File: config.mk
export PLATFORM = sky130hd
export DESIGN_NAME = coproc_mem_sequencer_flat
export DESIGN_NICKNAME = d
export VERILOG_FILES = /design/src/rtl/coproc_mem_sequencer_if.sv /design/src/rtl/coproc_mem_sequencer.sv /design/src/flat_wrapper.sv
export SDC_FILE = /design/constraint.sdc
export NUM_CORES = 1
export LEC_CHECK = 0
export BUFFER_PORTS_ARGS = -buffer_cell sky130_fd_sc_hd__buf_2
export CAP_MARGIN = 15
export CORE_AREA = 2 2 128 130
export CTS_BUF_LIST = sky130_fd_sc_hd__clkbuf_16
export CTS_CLUSTER_DIAMETER = 200
export DETAILED_ROUTE_END_ITERATION = 10
export DIE_AREA = 0 0 130 132
export PLACE_DENSITY = 0.88
export SLEW_MARGIN = 20
export SYNTH_ARGS = -nofsm -noshare
export SYNTH_HDL_FRONTEND = slang
export SYNTH_SLANG_ARGS = --single-unit
File: constraint.sdc
create_clock -name clk -period 3.15 [get_ports clk]
set_clock_uncertainty 0.2 [all_clocks]
set_input_delay 0.1575 -clock clk [delete_from_list [all_inputs] [get_ports clk]]
set_output_delay 0.1575 -clock clk [all_outputs]
set_load 0.01 [all_outputs]
File: src/rtl/coproc_mem_sequencer_if.sv
// Host/consumer/core-IO bundle for coproc_mem_sequencer.
// The slave modport is the sequencer's view; master is the host and core side.
interface coproc_mem_sequencer_if #(
  parameter int N      = 64,
  parameter int ADDR_W = 15,
  parameter int CNT_W  = 13
);
  logic              cmd_valid;
  logic              cmd_ready;
  logic              cmd_op;
  logic [ADDR_W-1:0] cmd_base;
  logic [CNT_W-1:0]  cmd_count;
  logic [N-1:0]      cmd_fill;
  logic              abort;
  logic              rd_valid;
  logic              rd_ready;
  logic [N-1:0]      rd_data;
  logic [ADDR_W-1:0] rd_addr;
  logic              busy;
  logic              done;
  logic              err;
  logic [ADDR_W-1:0] io_addr;
  logic [4:0]        io_control;
  logic [N-1:0]      io_data_out;
  logic [N-1:0]      io_data_in;

  modport slave (
    input  cmd_valid, cmd_op, cmd_base, cmd_count, cmd_fill, abort, rd_ready, io_data_in,
    output cmd_ready, rd_valid, rd_data, rd_addr, busy, done, err, io_addr, io_control, io_data_out
  );

  modport master (
    output cmd_valid, cmd_op, cmd_base, cmd_count, cmd_fill, abort, rd_ready, io_data_in,
    input  cmd_ready, rd_valid, rd_data, rd_addr, busy, done, err, io_addr, io_control, io_data_out
  );
endinterface

File: src/rtl/coproc_mem_sequencer.sv
// Walks the core's coprocessor IO memory port word by word to DUMP or FILL
// a byte-address range, holding each access for ACCESS_CYCLES cycles.
module coproc_mem_sequencer #(
  parameter int N             = 64,
  parameter int ADDR_W        = 15,
  parameter int CNT_W         = 13,
  parameter int ACCESS_CYCLES = 2,
  parameter int STRIDE        = 8
) (
  input  logic clk,
  input  logic reset,
  coproc_mem_sequencer_if.slave bus
);

  typedef enum logic [1:0] {S_IDLE, S_ACCESS, S_OUT, S_DONE} state_e;

  localparam logic [4:0]        CTL_IDLE = 5'b00000;
  localparam logic [4:0]        CTL_RD   = 5'b00100;
  localparam logic [4:0]        CTL_WR   = 5'b00010;
  localparam int                CYC_W    = (ACCESS_CYCLES > 1) ? $clog2(ACCESS_CYCLES) : 1;
  localparam logic [CYC_W-1:0]  CYC_LAST = CYC_W'(ACCESS_CYCLES - 1);
  localparam logic [ADDR_W-1:0] STRIDE_A = ADDR_W'(STRIDE);

  state_e            state_q, state_d;
  logic              op_q, op_d;
  logic              err_q, err_d;
  logic [ADDR_W-1:0] addr_q, addr_d;
  logic [CNT_W-1:0]  rem_q, rem_d;
  logic [N-1:0]      fill_q, fill_d;
  logic [CYC_W-1:0]  cyc_q, cyc_d;
  logic [N-1:0]      rd_data_q, rd_data_d;
  logic [ADDR_W-1:0] rd_addr_q, rd_addr_d;

  logic              last_word;
  logic [ADDR_W-1:0] next_addr;
  logic              misaligned;

  assign last_word  = (rem_q == CNT_W'(1));
  assign next_addr  = addr_q + STRIDE_A;
  assign misaligned = ((bus.cmd_base % STRIDE_A) != '0);

  always_ff @(posedge clk or negedge reset) begin
    if (!reset) begin
      state_q   <= S_IDLE;
      op_q      <= 1'b0;
      err_q     <= 1'b0;
      addr_q    <= '0;
      rem_q     <= '0;
      fill_q    <= '0;
      cyc_q     <= '0;
      rd_data_q <= '0;
      rd_addr_q <= '0;
    end else begin
      state_q   <= state_d;
      op_q      <= op_d;
      err_q     <= err_d;
      addr_q    <= addr_d;
      rem_q     <= rem_d;
      fill_q    <= fill_d;
      cyc_q     <= cyc_d;
      rd_data_q <= rd_data_d;
      rd_addr_q <= rd_addr_d;
    end
  end

  always_comb begin
    state_d   = state_q;
    op_d      = op_q;
    err_d     = err_q;
    addr_d    = addr_q;
    rem_d     = rem_q;
    fill_d    = fill_q;
    cyc_d     = cyc_q;
    rd_data_d = rd_data_q;
    rd_addr_d = rd_addr_q;
    unique case (state_q)
      S_IDLE: begin
        if (bus.cmd_valid) begin
          op_d   = bus.cmd_op;
          addr_d = bus.cmd_base;
          rem_d  = bus.cmd_count;
          fill_d = bus.cmd_fill;
          cyc_d  = '0;
          err_d  = 1'b0;
          if (bus.cmd_count == '0) begin
            state_d = S_DONE;
          end else if (misaligned) begin
            state_d = S_DONE;
            err_d   = 1'b1;
          end else begin
            state_d = S_ACCESS;
          end
        end
      end
      S_ACCESS: begin
        if (bus.abort) begin
          state_d = S_DONE;
          err_d   = 1'b1;
        end else if (cyc_q == CYC_LAST) begin
          cyc_d = '0;
          if (op_q) begin
            rem_d   = rem_q - CNT_W'(1);
            addr_d  = next_addr;
            state_d = last_word ? S_DONE : S_ACCESS;
          end else begin
            rd_data_d = bus.io_data_in;
            rd_addr_d = addr_q;
            state_d   = S_OUT;
          end
        end else begin
          cyc_d = cyc_q + 1'b1;
        end
      end
      // abort takes priority over a coincident consumer handshake
      S_OUT: begin
        if (bus.abort) begin
          state_d = S_DONE;
          err_d   = 1'b1;
        end else if (bus.rd_ready) begin
          rem_d   = rem_q - CNT_W'(1);
          addr_d  = next_addr;
          state_d = last_word ? S_DONE : S_ACCESS;
        end
      end
      S_DONE: state_d = S_IDLE;
      default: state_d = S_IDLE;
    endcase
  end

  always_comb begin
    bus.cmd_ready   = (state_q == S_IDLE);
    bus.busy        = (state_q != S_IDLE);
    bus.done        = (state_q == S_DONE);
    bus.err         = (state_q == S_DONE) && err_q;
    bus.rd_valid    = (state_q == S_OUT);
    bus.rd_data     = rd_data_q;
    bus.rd_addr     = rd_addr_q;
    bus.io_addr     = addr_q;
    bus.io_control  = CTL_IDLE;
    bus.io_data_out = '0;
    if (state_q == S_ACCESS) begin
      bus.io_control = op_q ? CTL_WR : CTL_RD;
      if (op_q) bus.io_data_out = fill_q;
    end
  end

endmodule
File: src/flat_wrapper.sv
// flat-port wrapper written by rule: the top's interface ports become plain ports
module coproc_mem_sequencer_flat 
#(
  parameter int N             = 64,
  parameter int ADDR_W        = 15,
  parameter int CNT_W         = 13,
  parameter int ACCESS_CYCLES = 2,
  parameter int STRIDE        = 8
)
  (clk, reset, bus_cmd_valid, bus_cmd_op, bus_cmd_base, bus_cmd_count, bus_cmd_fill, bus_abort, bus_rd_ready, bus_io_data_in, bus_cmd_ready, bus_rd_valid, bus_rd_data, bus_rd_addr, bus_busy, bus_done, bus_err, bus_io_addr, bus_io_control, bus_io_data_out);
  coproc_mem_sequencer_if #(.N(N), .ADDR_W(ADDR_W), .CNT_W(CNT_W)) bus_i ();
  input  logic clk;
  input  logic reset;
  input wire logic [$bits(bus_i.cmd_valid)-1:0] bus_cmd_valid;
  input wire logic [$bits(bus_i.cmd_op)-1:0] bus_cmd_op;
  input wire logic [$bits(bus_i.cmd_base)-1:0] bus_cmd_base;
  input wire logic [$bits(bus_i.cmd_count)-1:0] bus_cmd_count;
  input wire logic [$bits(bus_i.cmd_fill)-1:0] bus_cmd_fill;
  input wire logic [$bits(bus_i.abort)-1:0] bus_abort;
  input wire logic [$bits(bus_i.rd_ready)-1:0] bus_rd_ready;
  input wire logic [$bits(bus_i.io_data_in)-1:0] bus_io_data_in;
  output wire logic [$bits(bus_i.cmd_ready)-1:0] bus_cmd_ready;
  output wire logic [$bits(bus_i.rd_valid)-1:0] bus_rd_valid;
  output wire logic [$bits(bus_i.rd_data)-1:0] bus_rd_data;
  output wire logic [$bits(bus_i.rd_addr)-1:0] bus_rd_addr;
  output wire logic [$bits(bus_i.busy)-1:0] bus_busy;
  output wire logic [$bits(bus_i.done)-1:0] bus_done;
  output wire logic [$bits(bus_i.err)-1:0] bus_err;
  output wire logic [$bits(bus_i.io_addr)-1:0] bus_io_addr;
  output wire logic [$bits(bus_i.io_control)-1:0] bus_io_control;
  output wire logic [$bits(bus_i.io_data_out)-1:0] bus_io_data_out;
  assign bus_i.cmd_valid = bus_cmd_valid;
  assign bus_i.cmd_op = bus_cmd_op;
  assign bus_i.cmd_base = bus_cmd_base;
  assign bus_i.cmd_count = bus_cmd_count;
  assign bus_i.cmd_fill = bus_cmd_fill;
  assign bus_i.abort = bus_abort;
  assign bus_i.rd_ready = bus_rd_ready;
  assign bus_i.io_data_in = bus_io_data_in;
  assign bus_cmd_ready = bus_i.cmd_ready;
  assign bus_rd_valid = bus_i.rd_valid;
  assign bus_rd_data = bus_i.rd_data;
  assign bus_rd_addr = bus_i.rd_addr;
  assign bus_busy = bus_i.busy;
  assign bus_done = bus_i.done;
  assign bus_err = bus_i.err;
  assign bus_io_addr = bus_i.io_addr;
  assign bus_io_control = bus_i.io_control;
  assign bus_io_data_out = bus_i.io_data_out;
  coproc_mem_sequencer #(.N(N), .ADDR_W(ADDR_W), .CNT_W(CNT_W), .ACCESS_CYCLES(ACCESS_CYCLES), .STRIDE(STRIDE)) u_core (.clk(clk), .reset(reset), .bus(bus_i));
endmodule
==> impl_metrics.tcl, run 1 <==
set metrics [dict create \
    antenna_found_initial 0 \
    syn_area_um2 8090 \
    ios 330 \
    firstDrtPassIters 5 \
    timing.fmax_mhz 364 \
    synth.area.mux_share_pct 20.7 \
    p_per_area_nw_per_um2 982 \
    drt-total-wl_mm 29.1 \
    viasPerCell 5.80 \
    hpwlAfterDp_mm 16.8 \
    ys_warn_count 0 \
    wire_per_inst_um 21.6 \
    core_um2 15700 \
    ir_drop_v 0.000539 \
    grt_pass1_wl_mm 45.1 \
    fp.dieW_um 130 \
    cts_resized 0 \
    cts.sinks 176 \
    portBuffers 326 \
    leakage_nw 5.98 \
    synth_adder_area_share_pct 1.08 \
    synthXorXnorAreaFrac_pct 0 \
    clock-root-buffer "clkbuf_16" \
    finalHoldViolations 0 \
    post_cts.repair.setup_buffers 0 \
    ant_nets 0 \
    cp-end-kind "register" \
    cap_violations 0 \
    synth_compound_area_share_pct 7.66 \
    drc 0 \
    diodes 0 \
    drive_gt1_share_pct 46.5 \
    syn_to_final_growth_pct 49.4 \
    start_util_pct 51.5 \
    path_max_fanout 14 \
    rsz0062_at_grt "no" \
    synth_most_common_cell "dfrtp_1" \
    synth_cell_type_count 59 \
    num_rows 46 \
    critical_path.startpoint_type "register" \
    tritoncts "done" \
    clk_pin_slew_worst_paths_ns 0.07 \
    grt_usage_pct 34.3 \
    synthArstFlopShare_pct 100 \
    critPathArrivalTime_ns 2.77 \
    drt_iter0_drc 694 \
    yosys-top-cells-area "dfrtp_1 (54%), mux2_2 (20%), and3_1 (5.0%), o21ai_0 (1.2%), ha_1 (1.1%)" \
    critPathKind "register to register" \
    grt_max_degree 71 \
    synthFlopType "dfrtp_1" \
    final_nets 1289 \
    grt_pass1_vias 8177 \
    slew_viol_final 0 \
    via_count 7825 \
    cts_buffers 17 \
    synth_edf_count 0 \
    yosys.area.top_type "dfrtp_1" \
    hold_slack_ns 0.0336 \
    relSlewSlack_pct 29.9 \
    hp-class "input pin to register" \
    gp_congestion 0.902 \
    syn_inst 648 \
    synth_common_cells "dfrtp_1 (176), mux2_2 (142), and3_1 (65)" \
    period_minus_slack_ns 2.74 \
    synth.avg_cell_area_um2 12.5 \
    insertion_delay_ns 0.42 \
    tightest_slew_ns 1.05 \
    synth-simple-area-share_pct 12.2 \
    stdcell_area_um2 12100 \
    nFillCells 897 \
    ctsHoldBuffers 159 \
    synth-seq-cells 176 \
    fin_crit_sh_pct 87.1 \
    synth_top_cell_area_share_pct 54.4 \
    htreeDepth 4 \
    die_y_um 132 \
    setup-tns-final_ns 0 \
    final_util_pct 76.9 \
    dpl_cell_area_um2 9900 \
    grt_overflow 0 \
    synth_top_family_by_area "multiplexers" \
    ys_seq_area_share_pct 54.4 \
    worst-endpoint-required_ns 3.18 \
    finalSetupViolations 0 \
    status "finished clean" \
    clock_path_buffers 2 \
    fp.dieArea_um2 17200 \
]
[cell usage in the layout, fill, tap and decap left out, types with 4 or more instances in the layout]
master and instances:
buf_2 325, dfrtp_1 176, dlygate4sd3_1 159, mux2_2 142
and3_1 64, o21ai_0 20, clkbuf_16 17, a21oi_1 15
nand2_1 15, a31oi_1 12, buf_4 12, inv_1 11
nor3_1 11, nand3_1 11, nor4_1 11, nor2_1 10
nand4_1 10, mux2_1 6, nand2b_1 6, a32oi_1 6
ha_1 6, o211ai_1 5, or4_1 4, o31ai_1 4
[report_power, final]
part | switching [mW] | leakage, nW | internal, mW
Clock | 1.02 | 0.288 | 1.13
Combinational | 2.96 | 3.58 | 2.44
Sequential | 0.917 | 2.11 | 3.40
Total | 4.89 | 5.98 | 6.97
[cells by family (layout without fill, tap and decap cells)]
logic type	after synthesis	in the layout
flip-flops	176	176
AND/OR/NAND/NOR	164	164
multiplexers	149	149
AO/OA/AOI/OAI	90	90
buffers and inverters	61	544
adder cells (fa/ha/maj)	7	7
other	1	3
[cell type report]
class / count / area [um^2] / area share (%)
inverters: 12 / 45.0 / 0.373
clock inverters: 15 / 173 / 1.43
flip-flops and latches: 176 / 4400 / 36.4
well taps: 216 / 270 / 2.24
multi-input cells: 413 / 3390 / 28.0
clock buffers: 17 / 425 / 3.52
repair buffers: 500 / 3380 / 28.0
[state kept, by name, indices dropped and copies added, names as in the netlist]
register,cells
u_core.bus.io_addr,15
u_core.bus.rd_addr,15
u_core.bus.rd_data,64
u_core.cyc_q,1
u_core.err_q,1
u_core.fill_q,64
u_core.op_q,1
u_core.rem_q,13
u_core.state_q,2
[through the flow]
stage | power, mW | instances | worst slack, ns
floorplan | 7.36 | 650 | 0.812
global placement | 8.98 | 1158 | 0.604
detailed placement | 9.22 | 1158 | 0.498
CTS | 11.5 | 1349 | 0.492
global route | 12.5 | 1349 | 0.191
finish | 11.9 | 1349 | 0.406
[final timing paths]
path / from / slack, ns / endpoint / cells after the start
setup / recovery: u_core.state_q[0] / 0.41 / u_core.bus.io_addr[12] / 6
min in group asynchronous: reset / 0.10 / u_core.rem_q[2] / 2
max in group asynchronous: reset / 1.81 / u_core.bus.rd_data[15] / 3
setup reg to reg: u_core.state_q[0] / 0.41 / u_core.bus.io_addr[12] / 6
hold / removal: bus_abort / 0.03 / u_core.cyc_q / 4
hold reg to reg: u_core.bus.rd_addr[11] / 0.29 / u_core.bus.rd_addr[11] / 1
[routing by layer]
| layer | up-vias | wire length, um | global-route usage, % |
|---|---|---|---|
| met1 | 3882 | 10300 | 39.7 |
| li1 | 3341 | - | - |
| met2 | 494 | 15000 | 58.4 |
| met4 | 0 | 1500 | 17.7 |
| met3 | 108 | 2360 | 8.32 |
| met5 | - | 0 | 0 |
[worst max-delay path, stage by stage (launching register included)]
cell,delay [ns]
dfrtp_1,0.43
inv_1,0.09
ha_1,0.38
nand2b_1,0.32
o21ai_4,0.10
nor2_1,0.82
a211oi_1,0.22
(Power assumes the default switching activity.)
==> run 2, diff against run 1 <==
--- a/config.mk
+++ b/config.mk
@@ -9,11 +9,11 @@
 export CAP_MARGIN = 15
 export CORE_AREA = 2 2 128 130
 export CTS_BUF_LIST = sky130_fd_sc_hd__clkbuf_16
-export CTS_CLUSTER_DIAMETER = 200
+export CTS_CLUSTER_DIAMETER = 150
 export DETAILED_ROUTE_END_ITERATION = 10
 export DIE_AREA = 0 0 130 132
 export PLACE_DENSITY = 0.88
-export SLEW_MARGIN = 20
+export REMOVE_ABC_BUFFERS = 1
 export SYNTH_ARGS = -nofsm -noshare
 export SYNTH_HDL_FRONTEND = slang
 export SYNTH_SLANG_ARGS = --single-unit
==> impl_metrics.tcl, run 2 (synthesis gave the netlist of run 1 again) <==
set metrics [dict create \
    r2r-start "u_core.state_q[0]" \
    viasPerCell 5.66 \
    p_sw_share_pct 40.6 \
    crit_path_top_delay_cell "ha_1" \
    regArea_um2 4400 \
    grt_usage_pct 33.1 \
    critPathKind "register to register" \
    slew_viol_final 0 \
    grt_pass1_vias 7952 \
    firstDrtPassIters 6 \
    worstSetupPathDepth 7 \
    wire_per_inst_um 20.9 \
    post_cts.repair.setup_buffers 0 \
    ir_drop_v 0.000533 \
    p_switching_mw 4.79 \
    die_y_um 132 \
    grt_max_degree 80 \
    p_int_mw 7.02 \
    cap_violations 0 \
    final_nets 1288 \
    status "finished clean" \
    path_cells "inv_1 > ha_1 > nand2_2 > a21oi_1 > buf_4 > nand2_1 > a221o_2" \
    clock-root-buffer "clkbuf_16" \
    power_frac_comb_pct 45.0 \
    gp_congestion 0.907 \
    mostFrequentLayoutCells "buf_2 (325), dfrtp_1 (176), dlygate4sd3_1 (158), mux2_2 (142), and3_1 (64)" \
    relSlewSlack_pct 44.4 \
    startpoint "u_core.state_q[0]" \
    nFillCells 919 \
    hpwlAfterDp_mm 16.0 \
    drt-total-wl_mm 28.1 \
    path_max_fanout 15 \
    num_rows 46 \
    start_util_pct 51.5 \
    critical_path.top_delay_family "compound AO/OA/AOI/OAI gates" \
    final_common_cell "buf_2" \
    core_um2 15700 \
    fp.dieArea_um2 17200 \
    critPathBufInv 2 \
    cts_buffers 17 \
    finalHoldViolations 0 \
    p_per_area_nw_per_um2 979 \
    critPathArrivalTime_ns 2.69 \
    drive_gt1_share_pct 46.4 \
    finalSetupViolations 0 \
    ant_nets 0 \
    cp-end-kind "register" \
    rsz0062_at_grt "no" \
    reg2regPathDepth 7 \
    hold_slack_ns 0.0293 \
    worst-endpoint-required_ns 3.26 \
    hp-class "input pin to register" \
    cts.sinks 176 \
    cts_resized 0 \
    power_frac_clock_pct 18.5 \
    fp.dieW_um 130 \
    via_count 7642 \
    drt_iter0_drc 743 \
    wl_met3_mm 2.40 \
    insertion_delay_ns 0.43 \
    period_minus_slack_ns 2.58 \
    leakage_nw 5.97 \
    wl_met2_mm 14.5 \
    power.total_mw 11.8 \
    antenna_found_initial 2 \
    rrSetupSlack_ns 0.57 \
    grt_pass1_wl_mm 43.5 \
    portBuffers 326 \
    top_layer_used "met4" \
    timing.rr.end "u_core.bus.io_addr[5]" \
    clk_pin_slew_worst_paths_ns 0.07 \
    crit_end "u_core.bus.io_addr[5]" \
    htreeDepth 4 \
    fin_crit_sh_pct 81.7 \
    ios 330 \
    grt_overflow 0 \
    cp_slowest_stage_delay_ns 0.47 \
    clock_path_buffers 2 \
    drc 0 \
    timing.fmax_mhz 388 \
    tightest_slew_ns 0.827 \
    drt-met1-wl_mm 10.1 \
    multi_input_area_um2 3390 \
    critical_path.startpoint_type "register" \
    tritoncts "done" \
    syn_to_final_growth_pct 49.2 \
    sequentialPowerShare_pct 36.5 \
]
-- run 2: cell count changes in the layout (fill, tap and decap cells not counted), sizes merged --
cell	previous run	this run
clkinv	7	2
diode	0	2
dlygate4sd3	159	158
bufinv	1	2
inv	17	20
-- run 2: worst min path at each step --
stage,startpoint,end,slack (ns),depth (start not counted)
2_1_floorplan,reset,u_core.bus.io_addr[0],-0.34,0
4_1_cts,bus_abort,u_core.state_q[0],0.009,4
3_5_place_dp,reset,u_core.fill_q[62],0.07,1
6_report,bus_abort,u_core.state_q[0],0.03,4
3_3_place_gp,reset,u_core.fill_q[62],0.06,1
5_1_grt,bus_abort,u_core.state_q[0],0.07,4
-- run 2: what timing repair did --
action                     4_1_cts  5_1_grt
setup endpoints to repair        0        0
hold buffers                   158        0
hold endpoints to repair       234        0
-- run 2: layout make-up --
type                       count  share of cell area (%)
multi-input combinational    413                    28.1
antenna                        2                  0.0415
timing repair buffer         499                    27.8
clock buffer                  17                    3.53
sequential                   176                    36.5
clock inverter                14                    1.43
tap                          216                    2.24
inverter                      12                   0.373
-- run 2: metal layers --
| layer | global-route usage (%) | vias up |
|---|---|---|
| met5 | 0 | - |
| met4 | 14.6 | 0 |
| met3 | 8.16 | 97 |
| met2 | 56.6 | 512 |
| met1 | 39.4 | 3692 |
| li1 | - | 3341 |
-- run 2: worst register-to-register path: cells and delay by family (launching register included) --
kind | cells | cell delay (ns)
flops | 1 | 0.44
compound gates | 2 | 0.60
buf+inv | 2 | 0.34
fa+ha+maj | 1 | 0.47
simple gates | 2 | 0.39
-- run 2: metrics by stage --
stage | cells | worst slack, ns | util, % | area (um^2) | setup TNS, ns
2_1_floorplan | 601 | -1.32 | - | 7830 | -119.75
3_3_place_gp | 1158 | 0.750 | 62.9 | 9880 | 0
3_5_place_dp | 1158 | 0.651 | 62.9 | 9880 | 0
4_1_cts | 1347 | 0.655 | 76.8 | 12100 | 0
5_1_grt | 1349 | 0.445 | 76.8 | 12100 | 0
6_report | 1349 | 0.575 | 76.8 | 12100 | 0
-- run 2: power groups by stage --
stage	registers (mW)	clock network (mW)	logic [mW]
floorplan	4.35	0	2.79
global placement	4.12	0	4.81
detailed placement	4.20	0	4.96
CTS	4.17	2.19	5.14
global route	4.42	2.30	5.72
finish	4.31	2.19	5.32
==> run 3, diff against run 2 <==
--- a/config.mk
+++ b/config.mk
@@ -7,12 +7,11 @@
 export LEC_CHECK = 0
 export BUFFER_PORTS_ARGS = -buffer_cell sky130_fd_sc_hd__buf_2
 export CAP_MARGIN = 15
-export CORE_AREA = 2 2 128 130
+export CORE_UTILIZATION = 49
 export CTS_BUF_LIST = sky130_fd_sc_hd__clkbuf_16
 export CTS_CLUSTER_DIAMETER = 150
 export DETAILED_ROUTE_END_ITERATION = 10
-export DIE_AREA = 0 0 130 132
-export PLACE_DENSITY = 0.88
+export PLACE_DENSITY = 0.85
 export REMOVE_ABC_BUFFERS = 1
 export SYNTH_ARGS = -nofsm -noshare
 export SYNTH_HDL_FRONTEND = slang
==> constraint.sdc (replaced) <==
create_clock -name clk -period 2.7 [get_ports clk]
set_clock_uncertainty 0.2 [all_clocks]
set_input_delay 0.135 -clock clk [delete_from_list [all_inputs] [get_ports clk]]
set_output_delay 0.135 -clock clk [all_outputs]
set_load 0.01 [all_outputs]
==> impl_metrics.tcl, run 3 (synthesis gave the netlist of run 1 again) <==
set metrics [dict create \
    status "finished clean" \
    htreeDepth 4 \
    mostFrequentLayoutCells "buf_2 (325), dfrtp_1 (176), dlygate4sd3_1 (160), mux2_2 (142), and3_1 (64)" \
    final_common_cell "buf_2" \
    grt_pass1_wl_mm 39.9 \
    clk_pin_slew_worst_paths_ns 0.07 \
    ios 330 \
    fp.dieArea_um2 17000 \
    firstDrtPassIters 6 \
    ir_drop_v 0.000609 \
    critical_path.top_delay_family "compound AO/OA/AOI/OAI gates" \
    core_um2 16000 \
    dpl_cell_area_um2 9960 \
    insertion_delay_ns 0.42 \
    slew_viol_final 0 \
    crit_path_top_delay_cell "a221oi_1" \
    hp-class "input pin to register" \
    gp_congestion 0.889 \
    fp.dieW_um 130 \
    leakage_nw 6.01 \
    cp-end-kind "register" \
    critPathKind "register to register" \
    rsz0062_at_grt "no" \
    p_per_area_nw_per_um2 1120 \
    tritoncts "done" \
    syn_to_final_growth_pct 49.9 \
    relSlewSlack_pct 50.3 \
    startpoint "u_core.state_q[0]" \
    placed_cells 1165 \
    final_nets 1297 \
    num_rows 46 \
    cp_slowest_stage_delay_ns 0.56 \
    post_cts.repair.setup_buffers 0 \
    ant_nets 0 \
    drc 0 \
    r2r-start "u_core.state_q[0]" \
    via_count 7576 \
    diodes 0 \
    stdcell_area_um2 12100 \
    wire_per_inst_um 19.5 \
    cts.sinks 176 \
    critical_path.startpoint_type "register" \
    grt_usage_pct 30.9 \
    finalSetupViolations 0 \
    finalHoldViolations 0 \
    tightest_slew_ns 0.745 \
    path_cells "inv_1 > ha_1 > nand3b_1 > a221oi_1 > buf_4 > a32oi_1 > o211ai_1" \
    stdcell_count 1355 \
    drive_gt1_share_pct 46.6 \
    die_y_um 130 \
    path_max_fanout 10 \
    portBuffers 326 \
    power.total_mw 13.6 \
    worst-endpoint-required_ns 2.83 \
    hpwlAfterDp_mm 15.4 \
    fin_crit_sh_pct 93.1 \
    period_minus_slack_ns 2.51 \
    drt_iter0_drc 649 \
    clock-root-buffer "clkbuf_16" \
    cap_violations 0 \
    drt-total-wl_mm 26.4 \
    timing.fmax_mhz 398 \
    viasPerCell 5.59 \
    min-delay-start "bus_rd_ready" \
    start_util_pct 50.6 \
    critPathBufInv 2 \
    critPathArrivalTime_ns 2.64 \
    clock_path_buffers 2 \
    antenna_found_initial 0 \
    cts_buffers 17 \
    grt_overflow 0 \
    grt_pass1_vias 7730 \
    grt_max_degree 68 \
]
[run 3: cell types whose count changed in the layout (fill, tap and decap cells not counted), sizes merged]
cell / delta
inv: -4
buf: +7
diode: -2
clkinvlp: +1
dlygate4sd3: +2
clkinv: +2
[run 3: final timing paths]
path	to	slack [ns]	cells past startpoint
min	u_core.state_q[0]	0.05	5
min in group asynchronous	u_core.bus.rd_addr[14]	0.09	2
max reg2reg	u_core.bus.io_addr[7]	0.19	7
max in group asynchronous	u_core.bus.rd_data[62]	1.46	3
max	u_core.bus.io_addr[7]	0.19	7
min reg2reg	u_core.bus.rd_addr[10]	0.28	1
[run 3: worst min-delay path: cells and delay by family]
family	cells	cell delay, ns
buffers and inverters	1	0.09
AOI/OAI and AO/OA	3	0.30
and+or+nand+nor	1	0.09
[run 3: where the power goes]
part	internal (mW)	leakage, nW	switching [mW]
Combinational	2.88	3.63	3.37
Clock	1.36	0.271	1.06
Sequential	3.97	2.11	1.00
[run 3: timing repair]
| action | CTS | global route |
|---|---|---|
| gates resized for setup | 0 | 1 |
| endpoints found under the setup margin | 0 | 10 |
| hold buffers | 160 | 0 |
| hold endpoints to repair | 224 | 0 |
[run 3: metal layers]
layer / wire [um] / part of all wire [%] / global-route usage [%]
met2: 13200 / 50 / 52.8
met3: 2020 / 7.6 / 6.84
met5: 0 / 0 / 0
met1: 10100 / 38 / 36.4
met4: 1180 / 4.5 / 16.4
[run 3: final cells by class]
type	count	area, um^2
repair buffers	508	3450
clock inverters	13	139
inverters	12	45.0
flip-flops and latches	176	4400
fillers	967	3870
well taps	216	270
clock buffers	17	425
multi-input cells	413	3390
[run 3: per-stage QoR]
| stage | util (%) | hold WS, ns | setup slack [ns] | TNS, ns |
|---|---|---|---|---|
| finish | 75.8 | 0.0538 | 0.187 | 0 |
| floorplan | - | -0.361 | -1.77 | -196.85 |
| global placement | 62.3 | -0.0173 | 0.305 | 0 |
| detailed placement | 62.3 | -0.0163 | 0.172 | 0 |
| global route | 75.8 | 0.0703 | 0.0392 | 0 |
| CTS | 75.8 | 0.0379 | 0.161 | 0 |
